## src/rtl/fpu_result_writer.sv

```systemverilog
`default_nettype none
// ============================================================================
// Module   : fpu_result_writer
// Purpose  : Collects 64-bit FPU results from a valid/ready stream, buffers
//            them in a small FIFO and writes them to a result memory at
//            sequential addresses starting from BASE_ADDR. A run is started
//            by a one-cycle start pulse, the in_last beat moves the block to
//            DRAIN, and DONE is reached once the buffer has been emptied.
//
// Ports    : clk        - clock, all logic on posedge
//            reset      - synchronous, active-low reset
//            start      - one-cycle pulse, begins a run (IDLE/DONE only)
//            in_valid   - result on in_result is valid
//            in_ready   - block can accept a result this cycle
//            in_result  - FPU result word
//            in_last    - final result of the run (qualifies in_valid)
//            mem_we     - write request to result memory
//            mem_addr   - write address
//            mem_wdata  - write data (FIFO head)
//            mem_ready  - memory accepts the write this cycle
//            busy       - high in RUN or DRAIN
//            done       - high in DONE until the next start
//            wr_count   - results written in the current run (saturating)
//            wrapped    - sticky: write address wrapped past 2^ADDR_W-1
//            nan_count  - NaN results written (saturating at 255)
//
// Options  : FPU_WR_NAN_COUNT_EN - when defined, completed writes of NaN
//            words (exponent all ones, fraction non-zero) are counted on
//            nan_count; otherwise nan_count is tied to zero.
//
// Revision : 1.0 - initial release
// ============================================================================
module fpu_result_writer #(
    parameter int DATA_W     = 64,
    parameter int ADDR_W     = 13,
    parameter int FIFO_DEPTH = 4,
    parameter int BASE_ADDR  = 0
) (
    input  logic              clk,
    input  logic              reset,
    input  logic              start,
    input  logic              in_valid,
    output logic              in_ready,
    input  logic [DATA_W-1:0] in_result,
    input  logic              in_last,
    output logic              mem_we,
    output logic [ADDR_W-1:0] mem_addr,
    output logic [DATA_W-1:0] mem_wdata,
    input  logic              mem_ready,
    output logic              busy,
    output logic              done,
    output logic [ADDR_W:0]   wr_count,
    output logic              wrapped,
    output logic [7:0]        nan_count
);

    localparam int              c_ptr_w     = $clog2(FIFO_DEPTH);
    localparam logic [c_ptr_w:0] c_depth    = (c_ptr_w + 1)'(FIFO_DEPTH);
    localparam logic [ADDR_W-1:0] c_base    = ADDR_W'(BASE_ADDR);

    typedef enum logic [1:0] {
        S_IDLE  = 2'd0,
        S_RUN   = 2'd1,
        S_DRAIN = 2'd2,
        S_DONE  = 2'd3
    } state_t;

    state_t               state_q, state_d;

    logic [DATA_W-1:0]    fifo_q [FIFO_DEPTH];
    logic [c_ptr_w-1:0]   wr_ptr_q, rd_ptr_q;
    logic [c_ptr_w:0]     count_q, count_d;

    logic [ADDR_W-1:0]    addr_q, addr_d;
    logic [ADDR_W:0]      wr_count_q, wr_count_d;
    logic                 wrapped_q, wrapped_d;

    logic                 w_push;
    logic                 w_pop;
    logic                 w_clear;
    logic [DATA_W-1:0]    w_head;

    // ------------------------------------------------------------------
    // Handshakes. in_ready looks only at registered state/count, so a full
    // FIFO cannot accept in the same cycle a pop frees a slot. mem_we is
    // also gated by reset so nothing is written in the reset cycle itself.
    // ------------------------------------------------------------------
    assign w_head    = fifo_q[rd_ptr_q];
    assign busy      = (state_q == S_RUN) || (state_q == S_DRAIN);
    assign done      = (state_q == S_DONE);
    assign in_ready  = (state_q == S_RUN) && (count_q < c_depth);
    assign mem_we    = reset && busy && (count_q != '0);
    assign mem_addr  = addr_q;
    assign mem_wdata = w_head;
    assign wr_count  = wr_count_q;
    assign wrapped   = wrapped_q;

    assign w_push    = in_valid && in_ready;
    assign w_pop     = mem_we && mem_ready;

    // ------------------------------------------------------------------
    // Run-control FSM: next state and run-clear strobe
    // ------------------------------------------------------------------
    always_comb begin
        state_d = state_q;
        w_clear = 1'b0;
        case (state_q)
            S_IDLE: begin
                if (start) begin
                    state_d = S_RUN;
                    w_clear = 1'b1;
                end
            end
            S_RUN: begin
                if (w_push && in_last) begin
                    state_d = S_DRAIN;
                end
            end
            S_DRAIN: begin
                // No pushes here, so an empty FIFO means no write pending.
                if (count_q == '0) begin
                    state_d = S_DONE;
                end
            end
            S_DONE: begin
                if (start) begin
                    state_d = S_RUN;
                    w_clear = 1'b1;
                end
            end
            default: begin
                state_d = S_IDLE;
            end
        endcase
    end

    // ------------------------------------------------------------------
    // Occupancy and write-side bookkeeping
    // ------------------------------------------------------------------
    always_comb begin
        count_d = count_q;
        if (w_push && !w_pop) begin
            count_d = count_q + 1'b1;
        end else if (w_pop && !w_push) begin
            count_d = count_q - 1'b1;
        end
    end

    always_comb begin
        addr_d     = addr_q;
        wr_count_d = wr_count_q;
        wrapped_d  = wrapped_q;
        if (w_clear) begin
            addr_d     = c_base;
            wr_count_d = '0;
            wrapped_d  = 1'b0;
        end else if (w_pop) begin
            // addr_q + 1 rolls over to zero naturally at the top address.
            addr_d = addr_q + 1'b1;
            if (addr_q == '1) begin
                wrapped_d = 1'b1;
            end
            if (wr_count_q != '1) begin
                wr_count_d = wr_count_q + 1'b1;
            end
        end
    end

    always_ff @(posedge clk) begin
        if (!reset) begin
            state_q    <= S_IDLE;
            wr_ptr_q   <= '0;
            rd_ptr_q   <= '0;
            count_q    <= '0;
            addr_q     <= c_base;
            wr_count_q <= '0;
            wrapped_q  <= 1'b0;
            // Clearing storage keeps mem_wdata at zero out of reset.
            for (int i = 0; i < FIFO_DEPTH; i++) begin
                fifo_q[i] <= '0;
            end
        end else begin
            state_q    <= state_d;
            count_q    <= count_d;
            addr_q     <= addr_d;
            wr_count_q <= wr_count_d;
            wrapped_q  <= wrapped_d;
            if (w_push) begin
                fifo_q[wr_ptr_q] <= in_result;
                wr_ptr_q         <= wr_ptr_q + 1'b1;
            end
            if (w_pop) begin
                rd_ptr_q <= rd_ptr_q + 1'b1;
            end
        end
    end

    // ------------------------------------------------------------------
    // Optional NaN counter
    // ------------------------------------------------------------------
`ifdef FPU_WR_NAN_COUNT_EN
    logic [7:0] nan_q, nan_d;
    logic       w_is_nan;

    assign w_is_nan  = (&w_head[62:52]) && (|w_head[51:0]);
    assign nan_count = nan_q;

    always_comb begin
        nan_d = nan_q;
        if (w_clear) begin
            nan_d = '0;
        end else if (w_pop && w_is_nan && (nan_q != 8'hFF)) begin
            nan_d = nan_q + 1'b1;
        end
    end

    always_ff @(posedge clk) begin
        if (!reset) begin
            nan_q <= '0;
        end else begin
            nan_q <= nan_d;
        end
    end
`else
    assign nan_count = '0;
`endif

endmodule
`default_nettype wire

```

## config.mk

```make
export PLATFORM = sky130hd
export DESIGN_NAME = fpu_result_writer
export DESIGN_NICKNAME = d
export VERILOG_FILES = /design/src/rtl/fpu_result_writer.sv
export SDC_FILE = /design/constraint.sdc
export NUM_CORES = 1
export LEC_CHECK = 0
export ABC_AREA = 1
export CORE_MARGIN = 8
export CORE_UTILIZATION = 31
export DETAILED_ROUTE_END_ITERATION = 16
export GPL_ROUTABILITY_DRIVEN = 1
export PLACE_DENSITY = 0.6
export SLEW_MARGIN = 15
export SYNTH_ARGS = -nofsm -noshare
export SYNTH_HDL_FRONTEND = slang
export SYNTH_SLANG_ARGS = --single-unit
```

## constraint.sdc

```tcl
create_clock -name clk -period 8.5 [get_ports clk]
set_clock_uncertainty 0.1 [all_clocks]
set_input_delay 2.55 -clock clk [delete_from_list [all_inputs] [get_ports clk]]
set_output_delay 2.55 -clock clk [all_outputs]
set_load 0.005 [all_outputs]
```

# ---- Yosys cells after proc, flatten, opt, wreduce, memory -nomap -nowiden
# Memories as Yosys holds them, arrays and structs flattened. A register that Yosys moved wholly into a read port is not among the register bits.
# Index checks and enable logic that the tools add are counted.
dict set report classes {
  n_reduce_logical 21
  bitwise 1
  magnitude_cmp 1
  eq_ne 8
  addsub 6
  n_mux 17
}
# operator n
set ops {}
lappend ops {{$mux W64} 1}
lappend ops {{$reduce_or A64 Y1} 1}
lappend ops {{$add A14 B1 Y14 const B} 1}
lappend ops {{$ne A14 B14 Y1 const B} 1}
lappend ops {{$add A13 B1 Y13 const B} 1}
lappend ops {{$eq A13 B13 Y1 const B} 1}
lappend ops {{$mux W2} 6}
lappend ops {{$logic_and A1 B1 Y1} 8}
lappend ops {{$mux W1} 7}
lappend ops {{$mux W3} 2}
lappend ops {{$ne A2 B1 Y1 const B} 3}
lappend ops {{$pmux W2 S3} 1}
lappend ops {{$add A2 B1 Y2 const B} 2}
lappend ops {{$eq A2 B2 Y1 const B} 2}
lappend ops {{$reduce_and A2 Y1} 2}
lappend ops {{$reduce_or A2 Y1} 2}
lappend ops {{$add A3 B1 Y3 const B} 1}
lappend ops {{$logic_not A3 Y1} 1}
lappend ops {{$lt A3 B3 Y1 const B} 1}
lappend ops {{$reduce_and A3 Y1} 1}
lappend ops {{$reduce_bool A3 Y1} 1}
lappend ops {{$sub A3 B1 Y3 const B} 1}
lappend ops {{$eq A2 B1 Y1 const B} 1}
lappend ops {{$logic_not A1 Y1} 2}
lappend ops {{4 further kinds} 4}
dict set report word_totals {
  output_inout_bits 104
  ramBits 256
  memories 1
  regBits 37
}
# memory depth word_bits rd rd_ports_with_merged_regs wr line_no
set memory_table {}
lappend memory_table {fifo_q 4 64 1 1 4 70} ;# logic [DATA_W-1:0] fifo_q [FIFO_DEPTH];

# ---- Depth between registers and ports, before layout
dict set report depth {
  depth_word 8
  depth_mapped 13
  depth_no_buf 12
}

# ---- Least setup slack after synthesis
# Ideal clock, no wire load.
dict set report synth_timing {
  path_kind {input to register}
  start {input in_valid}
  end {memory fifo_q[1][0], enable pin}
  arrival_ps 7191
  setup_time_ps 574
  cell_stages 2
  slack_ps 635
  cell_sequence {nand3_2 -> o21ai_0}
}
# element line_no
set synth_lines {}
lappend synth_lines {{start, declared} 42} ;# input logic in_valid,
lappend synth_lines {{end, declared} 70}

# ---- Final worst setup path
dict set report layout_timing {
  start {input reset}
  end {output mem_we}
}
dict set report layout_between {
  elab_chain_len 2
}
# element line_no
set layout_lines {}
lappend layout_lines {{start, declared} 40} ;# input logic reset,
lappend layout_lines {{$logic_and A1 B1 Y1 (2 in series)} 92} ;# assign mem_we = reset && busy && (count_q != '0);
lappend layout_lines {{end, declared} 46} ;# output logic mem_we,
# Every way passes these cells.

==> metrics.txt <==
post-synthesis share of cell area spent on full adders, half adders and majority gates=0.686%; sequence of cells on the critical path=clkdlybuf4s50_1, inv_2, nor2_4, nand2_1, inv_1, clkdlybuf4s50_1; internal power component=2860 uW; EDFF count, synth=256; power density over the cells=233 mW/mm^2; worst skew pair latency=roughly 0.52 ns; effective utilization at floorplan=between 30% and 40%; layout cell share with drive strength beyond 1=11.6%; most numerous cell in the Yosys netlist=sky130_fd_sc_hd__nor2_1; area growth from synthesis to final layout=22.8%; worst-case vdd ir drop=151 uV; die width=227 microns; total clock buffers created by CTS=35; async set or reset register ratio after synthesis=0%; combinational family with the most area after synthesis=simple AND/OR/NAND/NOR gates; class of the most critical setup path=in -> out; pin count of the biggest net entering global routing=83; Max-slew headroom=25.7%; ys flop type=sky130_fd_sc_hd__edfxtp_1; final layout net count=1578; biggest fanout along the worst timing path=12; setup_tns=0 ns; Post-CTS Resized=0; sequential area share after synthesis=between 60% and 70%; CTS tree=done; final core utilization=38.5%; outcome=complete, no violations; data required time at the worst endpoint=5.85 ns; maximum clock insertion buffer count=3; maximum clock rate=approximately 0.14 GHz; hold buffer count at cts=0; unrepaired setup endpoints after global routing=no; area of the die=0.0517 sq mm; Combinational Power Share=20.0%; placeable core region=approximately 0.044 sq mm; depth of the CTS H-tree=2; via count=9849; antenna violations before repair=2; filler instances=4313; number of warning messages in the yosys log=0; reg-to-reg setup timing slack=roughly 5.2 ns; overall die height=227 microns; vias per cell=4.65; sequential fraction of design power=43.9%; delay of the slowest cell on the worst path=0.89 ns; Congestion Overflow GR=0; worst hold slack=0.348 ns; clock share of power=36.1%; number of synthesized register bits=295; cells taking the most area after synthesis=sky130_fd_sc_hd__edfxtp_1, sky130_fd_sc_hd__nor2_1, sky130_fd_sc_hd__nor2_4; portion of synthesized cell area occupied by the leading cell type=55.5%; remaining design rule violation count=0; post-synthesis cell type with the largest combined area=sky130_fd_sc_hd__edfxtp_1; Commonest cells post-synth=sky130_fd_sc_hd__nor2_1, sky130_fd_sc_hd__edfxtp_1, sky130_fd_sc_hd__inv_1; final weighted congestion of routability-driven global placement=0.806; cell chosen for the clock root=sky130_fd_sc_hd__clkbuf_16; HPWL after DPL=a little under 20 mm; Port-buffer cells=165; final wirelength=approximately 36 mm; switching power total=between 1000 and 1500 uW; final worst path period share=between 80% and 90%; total I/O pin count=174; buffers inserted by post-CTS timing repair=0; setup violators final=0; synthesized instance count=1364; data arrival time of the critical path=4.41 ns; average cell area after synthesis=10.2 sq um; distinct cell type count after synthesis=32; detail-routed net length per standard cell=between 15 and 20 microns; overall global routing resource usage=13.9%; synthesized-area fraction occupied by xor and xnor cells=0.126%; multiplexer share of the synthesized area=0%; number of max-cap violations=0; net switching share of the total power=28.1%; cell with the largest stage delay on the worst path=sky130_fd_sc_hd__clkdlybuf4s50_1; compound-cell area share of the yosys netlist=under 10%; Period minus WS final=7.06 ns; Max Transition Viols Final=0; Leakage=0.00600 uW; critical path startpoint category=input port; final hold violation count=0; wire length of the first global-routing pass=56.2 mm; cell repeated most along the worst path=sky130_fd_sc_hd__clkdlybuf4s50_1; cell area after synthesis=roughly 0.014 sq mm; clock tree sinks=between 200 and 300; capturing element type of the critical path=output pin; worst hold path type=reg -> reg; slew at the pin closest to its max-slew limit=around 1.1 ns; row count=77; number of nets still failing antenna checks after routing=0; vias in the first global route=~10000; number of iterations in the first detailed-routing pass=4; DRT iter0 DRCs=slightly above 600; clock-pin slew on the worst setup and hold paths=0.05 ns; simple-gate portion of the synthesized area=21.2%
==> kinds of logic after synthesis <==
family	Yosys count
flip-flops	295
adder cells (fa/ha/maj)	7
other	1
AND/OR/NAND/NOR	579
XOR/XNOR	2
buffers and inverters	259
AO/OA/AOI/OAI	221
==> metal layers <==
layer / share of wire, % / track usage, %
met1: 43 / 17.1
met2: 48 / 23.9
met3: 7.3 / 4.28
met4: 1.5 / 3.15
met5: 0.036 / 0
==> layout by cell type (no fill, tap or decap), drive strengths merged, types with 24 or more instances in the layout <==
master and instances:
o22ai 64, nand2 82, clkdlybuf4s50 165, nor2 452
inv 174, dfxtp 39, o21ai 136, clkbuf 50
nand3 24, edfxtp 256
==> critical path, delay by kind of cell <==
kind          cells  cell delay [ns]
buf+inv           4             1.61
simple gates      2             0.25
==> sequential cells by signal, summed over array words and instances, names as in the netlist, named ones only <==
name and count:
wr_count 14, state_q 2, mem_addr 13, wrapped 1
rd_ptr_q 2, wr_ptr_q 2, fifo_q 256, count_q 3
==> final cells by class <==
type / instances / area [sq um] / area share (%)
Sequential cell: 295 / 8470 / 49.8
Multi-Input combinational cell: 817 / 4310 / 25.3
Timing Repair Buffer: 178 / 1750 / 10.3
Clock buffer: 50 / 1000 / 5.90
Tap cell: 592 / 741 / 4.35
Inverter: 174 / 662 / 3.89
Clock inverter: 12 / 83.8 / 0.492
Antenna cell: 1 / 2.50 / 0.0147
==> power by group through the flow <==
stage | clock network, uW | registers [uW] | logic [uW]
after detailed placement | 0 | 1780 | 808
final | 1430 | 1740 | 793
after global placement | 0 | 1770 | 800
after floorplan | 0 | 1760 | 468
after global routing | 1530 | 1760 | 876
after CTS | 1470 | 1750 | 813
==> path summary, 6_finish.rpt <==
| kind | startpoint | to | cells past startpoint |
|---|---|---|---|
| worst min-delay path | wrapped | wrapped | 2 |
| worst max-delay path | reset | mem_we | 6 |
| worst min register to register | wrapped | wrapped | 2 |
| worst max register to register | state_q[1] | fifo_q[0][34] | 9 |
==> per-stage QoR <==
step / cells / setup slack [ns] / total power [uW] / cell area [sq um]
2_1_floorplan: 1371 / 0.635 / 2230 / 13900
3_3_place_gp: 2056 / 1.42 / 2570 / 15900
3_5_place_dp: 2056 / 1.43 / 2580 / 15900
4_1_cts: 2118 / 1.43 / 4030 / 17000
5_1_grt: 2118 / 1.35 / 4160 / 17000
6_report: 2119 / 1.44 / 3970 / 17000
No activity file was read; power rests on OpenSTA's default activity.
